File: config.mk
export PLATFORM = sky130hd
export DESIGN_NAME = contador_banco_param_flat
export DESIGN_NICKNAME = d
export VERILOG_FILES = /design/src/rtl/contador_banco_param_if.sv /design/src/rtl/contador_banco_param.sv /design/src/flat_wrapper.sv
export SDC_FILE = /design/constraint.sdc
export NUM_CORES = 1
export LEC_CHECK = 0
export CAP_MARGIN = 0
export CORE_MARGIN = 2
export CORE_UTILIZATION = 29
export DETAILED_ROUTE_END_ITERATION = 10
export HOLD_SLACK_MARGIN = 0.08
export PLACE_DENSITY_LB_ADDON = 0.1
export SLEW_MARGIN = 5
export SYNTH_ARGS = -nofsm -noshare
export SYNTH_HDL_FRONTEND = slang
export SYNTH_SLANG_ARGS = --single-unit
export TNS_END_PERCENT = 10
File: constraint.sdc
create_clock -name clk -period 3.5 [get_ports clk]
set_input_delay 1.05 -clock clk [delete_from_list [all_inputs] [get_ports clk]]
set_output_delay 1.05 -clock clk [all_outputs]
set_load 0.01 [all_outputs]
File: src/rtl/contador_banco_param_if.sv
// Readback port of the counter bank: request/index in, registered response out.
// Latency: response valid one cycle after request acceptance; not a pipeline stage itself.
// Backpressure: busy high while a read is in flight; req during busy is dropped.
// Signals: req/idx (master->slave); data/ovf/err/valid/busy (slave->master).
interface contador_banco_param_if #(
  parameter int IDX_W = 3,
  parameter int CNT_W = 5
);
  logic             req;
  logic [IDX_W-1:0] idx;
  logic [CNT_W-1:0] data;
  logic             ovf;
  logic             err;
  logic             valid;
  logic             busy;

  modport master (
    output req, idx,
    input  data, ovf, err, valid, busy
  );

  modport slave (
    input  req, idx,
    output data, ovf, err, valid, busy
  );
endinterface

File: src/rtl/contador_banco_param.sv
// Bank of NUM_CH event counters (wrap or saturate, sticky overflow) polled by index.
// Latency: req accepted at edge N, valid high for one cycle from edge N+1; one read per 3 cycles.
// Backpressure: busy in S_CAP/S_RESP; req seen while busy is dropped, never queued.
// Ports: clk, reset (async active-low), inc[NUM_CH] per-channel strobes, idle freezes
// counting only, rd = readback interface (slave modport).
// Optional feature: define CONTADOR_CLR_ON_READ_EN for clear-on-read of the channel read.
module contador_banco_param #(
  parameter int NUM_CH   = 5,
  parameter int CNT_W    = 5,
  parameter int IDX_W    = 3,
  parameter bit SATURATE = 1'b0
) (
  input  logic              clk,
  input  logic              reset,
  input  logic [NUM_CH-1:0] inc,
  input  logic              idle,
  contador_banco_param_if.slave rd
);

  typedef enum logic [1:0] {
    S_IDLE = 2'd0,
    S_CAP  = 2'd1,
    S_RESP = 2'd2
  } state_t;

  state_t state_q;
  state_t state_d;

  logic [CNT_W-1:0]  cnt_q [NUM_CH];
  logic [NUM_CH-1:0] ovf_flag_q;

  logic [CNT_W-1:0]  sel_cnt;
  logic              sel_ovf;
  logic              in_range;
  logic              accept;
  logic [NUM_CH-1:0] clr_vec;

  logic [CNT_W-1:0]  snap_cnt;
  logic              snap_ovf;
  logic              snap_err;
  logic [CNT_W-1:0]  data_q;
  logic              ovf_q;
  logic              err_q;

  assign accept   = (state_q == S_IDLE) && rd.req;
  // Extra bit so the compare still works when NUM_CH == 2**IDX_W.
  assign in_range = ({1'b0, rd.idx} < (IDX_W + 1)'(NUM_CH));

  // Read mux over the pre-edge counter state; an out-of-range index selects nothing
  // and therefore yields zeros, which is exactly the error response payload.
  always_comb begin
    sel_cnt = '0;
    sel_ovf = 1'b0;
    for (int k = 0; k < NUM_CH; k++) begin
      if (rd.idx == IDX_W'(k)) begin
        sel_cnt = cnt_q[k];
        sel_ovf = ovf_flag_q[k];
      end
    end
  end

`ifdef CONTADOR_CLR_ON_READ_EN
  always_comb begin
    clr_vec = '0;
    for (int k = 0; k < NUM_CH; k++) begin
      clr_vec[k] = accept && in_range && (rd.idx == IDX_W'(k));
    end
  end
`else
  assign clr_vec = '0;
`endif

  // Counters. A clear-on-read that coincides with an increment keeps that event
  // (loads 1), since the snapshot only reports the pre-edge value.
  always_ff @(posedge clk or negedge reset) begin
    if (!reset) begin
      for (int k = 0; k < NUM_CH; k++) begin
        cnt_q[k] <= '0;
      end
      ovf_flag_q <= '0;
    end else begin
      for (int k = 0; k < NUM_CH; k++) begin
        if (clr_vec[k]) begin
          cnt_q[k]      <= (!idle && inc[k]) ? CNT_W'(1) : '0;
          ovf_flag_q[k] <= 1'b0;
        end else if (!idle && inc[k]) begin
          if (&cnt_q[k]) begin
            ovf_flag_q[k] <= 1'b1;
            cnt_q[k]      <= SATURATE ? cnt_q[k] : '0;
          end else begin
            cnt_q[k] <= cnt_q[k] + CNT_W'(1);
          end
        end
      end
    end
  end

  // FSM: state register.
  always_ff @(posedge clk or negedge reset) begin
    if (!reset) begin
      state_q <= S_IDLE;
    end else begin
      state_q <= state_d;
    end
  end

  // FSM: next state.
  always_comb begin
    state_d = state_q;
    case (state_q)
      S_IDLE:  state_d = rd.req ? S_CAP : S_IDLE;
      S_CAP:   state_d = S_RESP;
      S_RESP:  state_d = S_IDLE;
      default: state_d = S_IDLE;
    endcase
  end

  // FSM: outputs. Decoded from the state so a reset drops them without a clock.
  always_comb begin
    rd.valid = (state_q == S_RESP);
    rd.busy  = (state_q != S_IDLE);
  end

  // Snapshot at acceptance, response registers loaded on leaving S_CAP; the
  // response registers hold their value after valid drops.
  always_ff @(posedge clk or negedge reset) begin
    if (!reset) begin
      snap_cnt <= '0;
      snap_ovf <= 1'b0;
      snap_err <= 1'b0;
      data_q   <= '0;
      ovf_q    <= 1'b0;
      err_q    <= 1'b0;
    end else begin
      if (accept) begin
        snap_cnt <= sel_cnt;
        snap_ovf <= sel_ovf;
        snap_err <= !in_range;
      end
      if (state_q == S_CAP) begin
        data_q <= snap_cnt;
        ovf_q  <= snap_ovf;
        err_q  <= snap_err;
      end
    end
  end

  assign rd.data = data_q;
  assign rd.ovf  = ovf_q;
  assign rd.err  = err_q;

endmodule

File: src/flat_wrapper.sv
// flat-port wrapper written by rule: the top's interface ports become plain ports
module contador_banco_param_flat 
#(
  parameter int NUM_CH   = 5,
  parameter int CNT_W    = 5,
  parameter int IDX_W    = 3,
  parameter bit SATURATE = 1'b0
)
  (clk, reset, inc, idle, rd_req, rd_idx, rd_data, rd_ovf, rd_err, rd_valid, rd_busy);
  contador_banco_param_if #(.IDX_W(IDX_W), .CNT_W(CNT_W)) rd_i ();
  input  logic clk;
  input  logic reset;
  input  logic [NUM_CH-1:0] inc;
  input  logic idle;
  input wire logic [$bits(rd_i.req)-1:0] rd_req;
  input wire logic [$bits(rd_i.idx)-1:0] rd_idx;
  output wire logic [$bits(rd_i.data)-1:0] rd_data;
  output wire logic [$bits(rd_i.ovf)-1:0] rd_ovf;
  output wire logic [$bits(rd_i.err)-1:0] rd_err;
  output wire logic [$bits(rd_i.valid)-1:0] rd_valid;
  output wire logic [$bits(rd_i.busy)-1:0] rd_busy;
  assign rd_i.req = rd_req;
  assign rd_i.idx = rd_idx;
  assign rd_data = rd_i.data;
  assign rd_ovf = rd_i.ovf;
  assign rd_err = rd_i.err;
  assign rd_valid = rd_i.valid;
  assign rd_busy = rd_i.busy;
  contador_banco_param #(.NUM_CH(NUM_CH), .CNT_W(CNT_W), .IDX_W(IDX_W), .SATURATE(SATURATE)) u_core (.clk(clk), .reset(reset), .inc(inc), .idle(idle), .rd(rd_i));
endmodule
# Word-level counts from Yosys, hierarchy flattened
# Index checks and enable logic that the tools add are counted.
dict set report totals {
  ff_bits 46
  latch_bits 0
  ram_bits 0
  romBits 0
  inputBits 12
  output_inout_bits 9
  wordCells 67
  mem_count 0
}
dict set report classes {
  add_sub_neg 5
  mul 0
  div_mod_pow 0
  n_lt_le_gt_ge 1
  eq_ne 6
  shifts 0
  n_mux 17
  bitwise 0
  reduce_logical 21
}
# operator count
set op_table {}
lappend op_table {{$mux W5} 10}
lappend op_table {{$reduce_and A6 Y1} 5}
lappend op_table {{$add A5 B1 Y5 const B} 5}
lappend op_table {{$reduce_and A5 Y1} 5}
lappend op_table {{$eq A3 B2 Y1 const B} 2}
lappend op_table {{$logic_and A1 B1 Y1} 6}
lappend op_table {{$mux W1} 6}
lappend op_table {{$pmux W2 S2} 1}
lappend op_table {{$eq A3 B1 Y1 const B} 1}
lappend op_table {{$eq A3 B3 Y1 const B} 1}
lappend op_table {{$logic_not A3 Y1} 1}
lappend op_table {{$lt A3 B3 Y1 const B} 1}
lappend op_table {{$eq A2 B1 Y1 const B} 1}
lappend op_table {{$eq A2 B2 Y1 const B} 1}
lappend op_table {{$logic_not A1 Y1} 2}
lappend op_table {{$logic_not A2 Y1} 1}
lappend op_table {{$reduce_bool A2 Y1} 1}

# Logic depth before layout (Yosys ltp)
# Gate-level depths: netlist of the first run.
dict set report logic_depth {
  depth_word 6
  depth_mapped 6
  depth_no_buf 6
}

# Worst setup path after synthesis of the first run
# No wires, ideal clock.
dict set report synth_path {
  path_type {in2reg}
  start {input port rd_req}
  end {register u_core.snap_cnt[3]}
  setup_ns 0.092
  arrival_time_ns 1.855
  required_ns 3.408
  path_slack_ns 1.553
  path_stages 4
  path_buffers 2
  path_cell_list {or3b_1 -> buf_6 -> buf_8 -> o31ai_2}
}
dict set report synth_between {
  elab_chain_cells 1
}
# element line
set synth_rtl {}
lappend synth_rtl {{start, declared} flat_wrapper.sv:15} ;# input wire logic [$bits(rd_i.req)-1:0] rd_req;
lappend synth_rtl {{$logic_and A1 B1 Y1} contador_banco_param.sv:45} ;# assign accept = (state_q == S_IDLE) && rd.req;
lappend synth_rtl {{end signal, assigned} contador_banco_param.sv:136} ;# snap_cnt <= sel_cnt;
lappend synth_rtl {{end, declared} contador_banco_param.sv:38} ;# logic [CNT_W-1:0] snap_cnt;
# Every way passes these cells.
# A chain may end at the register's enable or synchronous reset.

# Worst setup path in the final report of the first run
dict set report layout_path {
  start {input port rd_idx[1]}
  end {register u_core.snap_cnt[4]}
}
dict set report layout_between {
  elab_chain_cells 6
  elab_cells_between_ends 10
  classes_between {eq/ne: 4; mux: 5; reduce/logical: 1}
}
# element line
set layout_rtl {}
lappend layout_rtl {{start, declared} flat_wrapper.sv:16} ;# input wire logic [$bits(rd_i.idx)-1:0] rd_idx;
lappend layout_rtl {{$logic_not A3 Y1} contador_banco_param.sv:55} ;# if (rd.idx == IDX_W'(k)) begin
lappend layout_rtl {{$mux W5 (4 in a row)} contador_banco_param.sv:55}
lappend layout_rtl {{$mux W5 (*)} contador_banco_param.sv:55}
# Mark *: on every way between the ends. The rest lies on a longest branch, timed or not.

==> results of run 1 <==
==> cells by family (layout without fill, tap and decap cells) <==
family	count (synthesis)	after routing	synth area share [%]
buf+inv	13	33	3.244
mux	15	15	7.378
simple gates	97	97	21.72
compound gates	51	51	14.29
flops	46	46	48.14
fa+ha+maj	10	10	5.233
==> power groups by stage <==
stage	sequential (mW)	combinational [mW]	clock, mW
after floorplan	0.860	0.329	0
after detailed placement	0.910	0.496	0
after global routing	0.930	0.559	0.439
after global placement	0.915	0.492	0
after CTS	0.903	0.496	0.419
final	0.898	0.488	0.402
==> sequential cells by signal, indices dropped and copies added (netlist names) <==
name / count
u_core.cnt_q: 25
u_core.ovf_flag_q: 5
u_core.rd.data: 5
u_core.snap_cnt: 5
u_core.state_q: 2
u_core.rd.err: 1
u_core.rd.ovf: 1
u_core.snap_err: 1
u_core.snap_ovf: 1
==> worst reg2reg max path, cell delays in order (launching register included) <==
cell and delay, ns:
dfrtp_1 0.46, ha_1 0.26, and3_1 0.19, ha_1 0.23, or2_2 0.33, o31ai_1 0.19
==> path summary, 6_finish.rpt <==
check / start / end / cells past startpoint
max: rd_idx[1] / u_core.snap_cnt[4] / 4
min in group asynchronous: reset / u_core.cnt_q[4] / 1
max in group asynchronous: reset / u_core.ovf_flag_q[3] / 2
max reg2reg: u_core.cnt_q[10] / u_core.cnt_q[13] / 5
min reg2reg: u_core.ovf_flag_q[0] / u_core.ovf_flag_q[0] / 2
min: u_core.ovf_flag_q[0] / u_core.ovf_flag_q[0] / 2
==> per-stage QoR <==
| step | std cells | area [µm²] |
|---|---|---|
| 5_1_grt | 357 | 2779 |
| 4_1_cts | 357 | 2779 |
| 3_5_place_dp | 350 | 2666 |
| 2_1_floorplan | 232 | 2391 |
| 6_report | 357 | 2779 |
| 3_3_place_gp | 350 | 2666 |
==> layout make-up <==
class / instances / area [µm²] / share of cell area, %
clock inverter: 1 / 30.03 / 1.081
sequential: 46 / 1151 / 41.42
clock buffer: 6 / 82.58 / 2.972
tap: 105 / 131.4 / 4.728
multi-input combinational: 173 / 1162 / 41.83
timing repair buffer: 21 / 202.7 / 7.294
inverter: 5 / 18.77 / 0.6754
==> per-layer routing <==
metal | vias up | routed length [µm] | part of all wire (%)
li1 | 866 | - | -
met1 | 776 | 2464 | 51
met2 | 28 | 2077 | 43
met3 | 5 | 185 | 3.9
met4 | 0 | 59 | 1.2
met5 | - | 0 | 0
==> cell usage after synthesis, types with 4 or more instances <==
master / count
a221oi_1: 4
a31oi_1: 5
and3_1: 5
dfrtp_1: 46
ha_1: 10
inv_1: 5
mux2_2: 13
nand2_1: 36
nand2b_1: 15
nand3_1: 6
nor2_1: 11
nor2b_1: 4
nor4bb_1: 4
o21ai_0: 24
o31ai_1: 14
or2_2: 9
==> qor.csv, run 1 <==
metric,value,unit
nets,274,
fill_cells,849,
status,"complete, no violations",
synth_area,0.002391,mm²
cts_root_buf,clkbuf_8,
core_area,0.008093,mm²
die-area,0.008987,mm²
final_cell_mix,"dfrtp_1 (46), nand2_1 (36), o21ai_0 (24)",
final_core_util,34.34,%
dieWidth,94.80,µm
p_switching,0.5715,mW
clockBufferDepth,2,
yosys-top-cells-area,"dfrtp_1 (48%), mux2_2 (6.1%), nand2_1 (5.7%)",
synth_warnings,0,
seq_area_frac_synth,48.14,%
setup_viol,0,
synth-seq-cells,46,
gr-max-usage-layer,met2,
synth_edf_count,0,
ys_types,31,
cts_tree,done,
clkSinkCount,46,
cp_data_required_time,3.66,ns
power_frac_clock,22.5,%
yosys.area.top_type,dfrtp_1,
power_leakage,1.237,nW
arrival,2.67,ns
cp_cell_sequence,clkdlybuf4s50_1 > mux2_2 > a221oi_1 > o31ai_1,
postCtsHoldBufs,0,
finalWirelength,4788,µm
power_frac_comb,27.3,%
holdWs,0.4717,ns
yosysTopAreaCellShare,48.14,%
first_iter_violations,46,
dp_hpwl,3620,µm
total_power,1.788,mW
drt_first_pass_iters,4,
insertion_delay,0.30,ns
post-route-min-period,2.509,ns
slowest_stage,clkdlybuf4s50_1,
hp-class,reg -> reg,
critPathKind,in -> reg,
htreeDepth,2,
cts_made_buffers,5,
cp_num_buf_inv,1,
synth_cells,232,
regToRegSetupSlack,1.76,ns
ys_async_sr_fraction,100.0,%
relSlewSlack,58.22,%
syn_avg_cell_area,10.31,µm²
fmax,0.3985,GHz
path_clk_slew,0.08,ns
rsz0062_at_grt,no,
postCtsSetupRepairBufs,0,
cp-end-kind,flop,
final_common_cell,dfrtp_1,
grt_pass1_vias,1587,
viasPerCell,4.692,
finalHoldViolCount,0,
port_buffers,20,
cpPeakStageDelay,0.81,ns
avgRoutedWirePerCell,13.41,µm
drv_cap,0,
drcViolationCount,0,
fin_ws,0.9907,ns
gr-usage-met2,17.32,%
cp-start-kind,primary input,
p_seq_share,50.2,%
crit_family,buffers and inverters,
grt_util_met1,16.81,%
p_sw_share,31.97,%
drv_slew,0,
io_pins,21,
dp_slack,0.6555,ns
grt_first_pass_wirelength,8114,µm
tns,0,ns
tightest_slew,0.6254,ns
internal_power,1.216,mW
antenna_left,0,
fin_crit_sh,71.69,%
vias,1675,
grtUsageMet3,2.793,%
grtUsageTotal,11.69,%
row_count,33,
grt_max_degree,28,
die_h,94.80,µm
skew,0.005893,ns
area.growth.synth_to_final,16.22,%
n_antenna_cell,0,
powerDensity,643.4,mW/mm²
final_layout_size_suffix_gt1_share,15.87,%
initial_utilization,29.55,%
crit_fanout,15,
synthFlopType,dfrtp_1,
antenna_found_initial,0,
gp_congestion,0.7480,
synth_nets,254,
post_cts_resized,0,
worst_ir_drop_vdd,227.1,µV
grt-ovfl-total,0,
Note: power is estimated with default switching activity, not from simulation.
==> run 2, diff against run 1 <==
Clock period 3.5 ns to 2.4 ns, I/O delays scaled along.
==> run 2 against run 1 <==
Against the previous run:
- sequential share of layout area is 0.31 points lower
- final cell count is 1.7% higher
- wire length is 4.6% higher
- utilization is 0.26 points higher
- sequential power is 48% higher
- hold slack worse by 0.092 ns
- final area is 0.77% higher
- critical endpoint is now rd_busy
- clock-buffer cell count is 1 higher
==> qor.csv, run 2 (synthesized netlist as in run 1, its figures left out) <==
metric,value,unit,change
status,"complete, no violations",,
drcViolationCount,0,,unchanged
initial_utilization,29.55,%,unchanged
grt-ovfl-total,0,,unchanged
cp_data_required_time,1.68,ns,-1.98 ns
skew,0.003811,ns,-0.002083 ns
post-route-min-period,2.176,ns,
antenna_left,0,,unchanged
multi_input_area,0.001162,mm²,unchanged
cp-start-kind,flop,,
register_area,0.001151,mm²,unchanged
regToRegSetupSlack,0.69,ns,-1.07 ns
first_iter_violations,50,,+8.7%
wl_met3,188,µm,+1.6%
reg2regPathDepth,5,,unchanged
total_power,2.504,mW,+40%
worst_ir_drop_vdd,241.8,µV,+6.5%
insertion_delay,0.30,ns,about the same
die_h,94.80,µm,unchanged
grt_first_pass_wirelength,8680,µm,+7.0%
hp-class,in -> async,,
setup_viol,0,,unchanged
cts_root_buf,clkbuf_8,,
reg2reg_from,u_core.cnt_q[15],,
drv_slew,0,,unchanged
tightest_slew,0.6279,ns,+0.002487 ns
largest-register,u_core.cnt_q,,
nets,280,,+2.2%
final_core_util,34.60,%,+0.26 points
finalHoldViolCount,0,,unchanged
place_area,0.002724,mm²,+2.2%
grt_max_degree,28,,unchanged
dieWidth,94.80,µm,unchanged
port_buffers,20,,unchanged
wl_met2,2221,µm,+6.9%
io_pins,21,,unchanged
wl_met1,2527,µm,+2.6%
fmax,0.4595,GHz,
drt_first_pass_iters,4,,unchanged
tns,0,ns,unchanged
clkSinkCount,46,,unchanged
final_layout_size_suffix_gt1_share,17.05,%,+1.2 points
cts_tree,done,,
fin_crit_sh,90.67,%,
final_cell_area,0.002800,mm²,+0.77%
postCtsHoldBufs,0,,unchanged
avgRoutedWirePerCell,13.79,µm,+2.8%
cts_made_buffers,5,,unchanged
r2r-end,u_core.cnt_q[18],,
postCtsSetupRepairBufs,0,,unchanged
htreeDepth,2,,unchanged
row_count,33,,unchanged
grtUsageTotal,12.52,%,+0.83 points
top_layer,met4,,
antenna_found_initial,0,,unchanged
core_area,0.008093,mm²,unchanged
relSlewSlack,58.05,%,-0.17 points
die-area,0.008987,mm²,unchanged
rsz0062_at_grt,no,,
power_leakage,1.251,nW,+1.1%
vias,1714,,+2.3%
post_cts_resized,0,,unchanged
crit_fanout,4,,-11
path_clk_slew,0.08,ns,about the same
final_common_cell,dfrtp_1,,
final_cell_mix,"dfrtp_1 (46), nand2_1 (36), o21ai_0 (24)",,
finalWirelength,5007,µm,+4.6%
dp.cells,356,,+1.7%
fill_cells,847,,-0.24%
grt_pass1_vias,1724,,+8.6%
powerDensity,894.3,mW/mm²,+39%
fin_cells,363,,+1.7%
viasPerCell,4.722,,+0.64%
gp_congestion,0.7587,,+1.4%
clockBufferDepth,2,,unchanged
cp-end-kind,output port,,
drv_cap,0,,unchanged
arrival,1.46,ns,-1.21 ns
critPathKind,reg -> out,,
n_antenna_cell,0,,unchanged
area.growth.synth_to_final,17.11,%,
largest_reg_flops,25,,unchanged
dp_hpwl,3802,µm,+5.0%
run 2: cell types whose count changed in the layout (fill, tap and decap cells not counted), sizes merged:
cell / change
bufinv: -1
buf: +6
clkbuf: +1
run 2: worst max path at each step:
stage / from / end / slack, ns
2_1_floorplan: rd_req / u_core.snap_cnt[3] / 0.78
3_5_place_dp: rd_idx[1] / u_core.snap_cnt[0] / 0.08
3_3_place_gp: rd_idx[1] / u_core.snap_cnt[0] / 0.1
4_1_cts: u_core.state_q[0] / rd_busy / 0.21
5_1_grt: u_core.state_q[0] / rd_busy / 0.16
6_report: u_core.state_q[0] / rd_busy / 0.22
run 2: worst max-delay path, cell delays in order (launching register included):
cell	delay (ns)
dfrtp_1	0.40
or2_2	0.29
clkdlybuf4s50_1	0.47
run 2: per-layer routing:
metal,track usage [%],up-vias
met1,17.12,797
met2,19.62,32
met4,3.986,0
met3,2.873,6
met5,0,-
li1,-,879
run 2: per-stage QoR:
stage	hold WS, ns	setup slack (ns)
after floorplan	0.4244	0.7835
after global placement	0.4522	0.09571
after detailed placement	0.4511	0.07530
after CTS	0.3920	0.2130
after global routing	0.4114	0.1627
final	0.3795	0.2238
run 2: where the power goes:
| part | internal (mW) | switching (mW) |
|---|---|---|
| combinational | 0.420 | 0.304 |
| clock | 0.201 | 0.252 |
| sequential | 1.03 | 0.298 |
run 2: area by class of cell:
| class | count | area share, % |
|---|---|---|
| Clock buffer | 7 | 2.726 |
| Sequential cell | 46 | 41.11 |
| Timing Repair Buffer | 27 | 9.294 |
| Inverter | 5 | 0.6702 |
| Tap cell | 105 | 4.692 |
| Multi-Input combinational cell | 173 | 41.51 |
==> run 3, diff against run 2 <==
Settings changed: MAX_ROUTING_LAYER from default to met4, SETUP_SLACK_MARGIN from default to 0.02.
==> run 3 against run 2 <==
Against the previous run:
- first-iteration DRC count rose by 6.0%
- die area is the same
- global-route usage rose by 0.38 points
- clock skew is essentially flat
- utilization did not move
- total power hardly changed
- critical path depth stayed put
- critical endpoint unchanged
- largest cell class unchanged
- largest power group unchanged
==> qor.csv, run 3 (synthesized netlist as in run 1, its figures left out) <==
metric,value,unit,change
cts_root_buf,clkbuf_8,,
worstSetupEndpoint,rd_busy,,
finalWirelength,5018,µm,+0.22%
final_cell_area,0.002800,mm²,unchanged
grt-ovfl-total,0,,unchanged
antenna_found_initial,0,,unchanged
cts_made_buffers,5,,unchanged
place_area,0.002724,mm²,unchanged
worst_ir_drop_vdd,241.7,µV,about the same
tns,0,ns,unchanged
fmax,0.4596,GHz,about the same
row_count,33,,unchanged
n_antenna_cell,0,,unchanged
final_layout_size_suffix_gt1_share,17.05,%,unchanged
relSlewSlack,57.78,%,-0.28 points
largest_reg_flops,25,,unchanged
cp-start-kind,flop,,
insertion_delay,0.30,ns,about the same
drv_slew,0,,unchanged
die-area,0.008987,mm²,unchanged
rsz0062_at_grt,no,,
clkSinkCount,46,,unchanged
grt_max_degree,28,,unchanged
power_leakage,1.251,nW,unchanged
status,"complete, no violations",,
drcViolationCount,0,,unchanged
viasPerCell,4.711,,-0.23%
path_clk_slew,0.08,ns,about the same
postCtsSetupRepairBufs,0,,unchanged
final_common_cell,dfrtp_1,,
drt_first_pass_iters,4,,unchanged
post_cts_resized,0,,unchanged
cp-end-kind,output port,,
postCtsHoldBufs,0,,unchanged
regToRegSetupSlack,0.69,ns,about the same
grt_first_pass_wirelength,8666,µm,-0.16%
clockBufferDepth,2,,unchanged
largest-register,u_core.cnt_q,,
port_buffers,20,,unchanged
nets,280,,unchanged
fill_cells,847,,unchanged
area.growth.synth_to_final,17.11,%,unchanged
reg2regPathDepth,5,,unchanged
htreeDepth,2,,unchanged
fin_cells,363,,unchanged
drv_cap,0,,unchanged
total_power,2.502,mW,about the same
dieWidth,94.80,µm,unchanged
hp-class,in -> async,,
dp.cells,356,,unchanged
arrival,1.46,ns,about the same
antenna_left,0,,unchanged
setup_viol,0,,unchanged
skew,0.004282,ns,+0.0004710 ns
fin_crit_sh,90.66,%,about the same
die_h,94.80,µm,unchanged
first_iter_violations,53,,+6.0%
final_cell_mix,"dfrtp_1 (46), nand2_1 (36), o21ai_0 (24)",,
grt_pass1_vias,1728,,+0.23%
crit_fanout,4,,unchanged
critical_path.startpoint,u_core.state_q[0],,
critPathKind,reg -> out,,
tightest_slew,0.6321,ns,+0.004163 ns
post-route-min-period,2.176,ns,-0.0003930 ns
cts_tree,done,,
io_pins,21,,unchanged
finalHoldViolCount,0,,unchanged
r2r-end,u_core.cnt_q[18],,
powerDensity,893.5,mW/mm²,about the same
core_area,0.008093,mm²,unchanged
vias,1710,,-0.23%
initial_utilization,29.55,%,unchanged
gp_congestion,0.7686,,+1.3%
reg2reg_from,u_core.cnt_q[15],,
grtUsageTotal,12.90,%,+0.38 points
dp_hpwl,3802,µm,unchanged
cp_data_required_time,1.68,ns,about the same
avgRoutedWirePerCell,13.82,µm,+0.22%
[run 3: area by class of cell]
type,instances,area (µm²),share of cell area (%)
Tap cell,105,131.4,4.692
Inverter,5,18.77,0.6702
Sequential cell,46,1151,41.11
Clock buffer,7,76.32,2.726
Timing Repair Buffer,27,260.3,9.294
Multi-Input combinational cell,173,1162,41.51
[run 3: where the power goes]
group / internal [mW] / switching, mW / total (mW)
Clock: 0.201 / 0.250 / 0.451
Combinational: 0.420 / 0.305 / 0.724
Sequential: 1.03 / 0.297 / 1.33
[run 3: through the flow]
stage,util [%],hold WS [ns],setup WS (ns)
2_1_floorplan,-,0.4244,0.7835
3_3_place_gp,33.66,0.4522,0.09571
3_5_place_dp,33.66,0.4511,0.07530
4_1_cts,34.60,0.3920,0.2130
5_1_grt,34.60,0.4114,0.1604
6_report,34.60,0.3807,0.2242
[run 3: worst min-delay path by stage]
stage                    startpoint                    to
2_1_floorplan                 reset       u_core.cnt_q[0]
3_3_place_gp   u_core.ovf_flag_q[0]  u_core.ovf_flag_q[0]
3_5_place_dp   u_core.ovf_flag_q[0]  u_core.ovf_flag_q[0]
4_1_cts                       reset       u_core.cnt_q[2]
5_1_grt                       reset  u_core.ovf_flag_q[4]
6_report                      reset       u_core.cnt_q[2]
[run 3: metal layers]
metal  routed length (µm)  GRT usage, %  part of all wire (%)
met1                 2568         17.42                    51
met2                 2234         19.50                    45
met3                  145         2.634                   2.9
met4                   69         3.986                   1.4
met5                    0             -                     0
[run 3: critical path: stages (launching register included)]
cell and delay (ns):
dfrtp_1 0.40, or2_2 0.29, clkdlybuf4s50_1 0.47
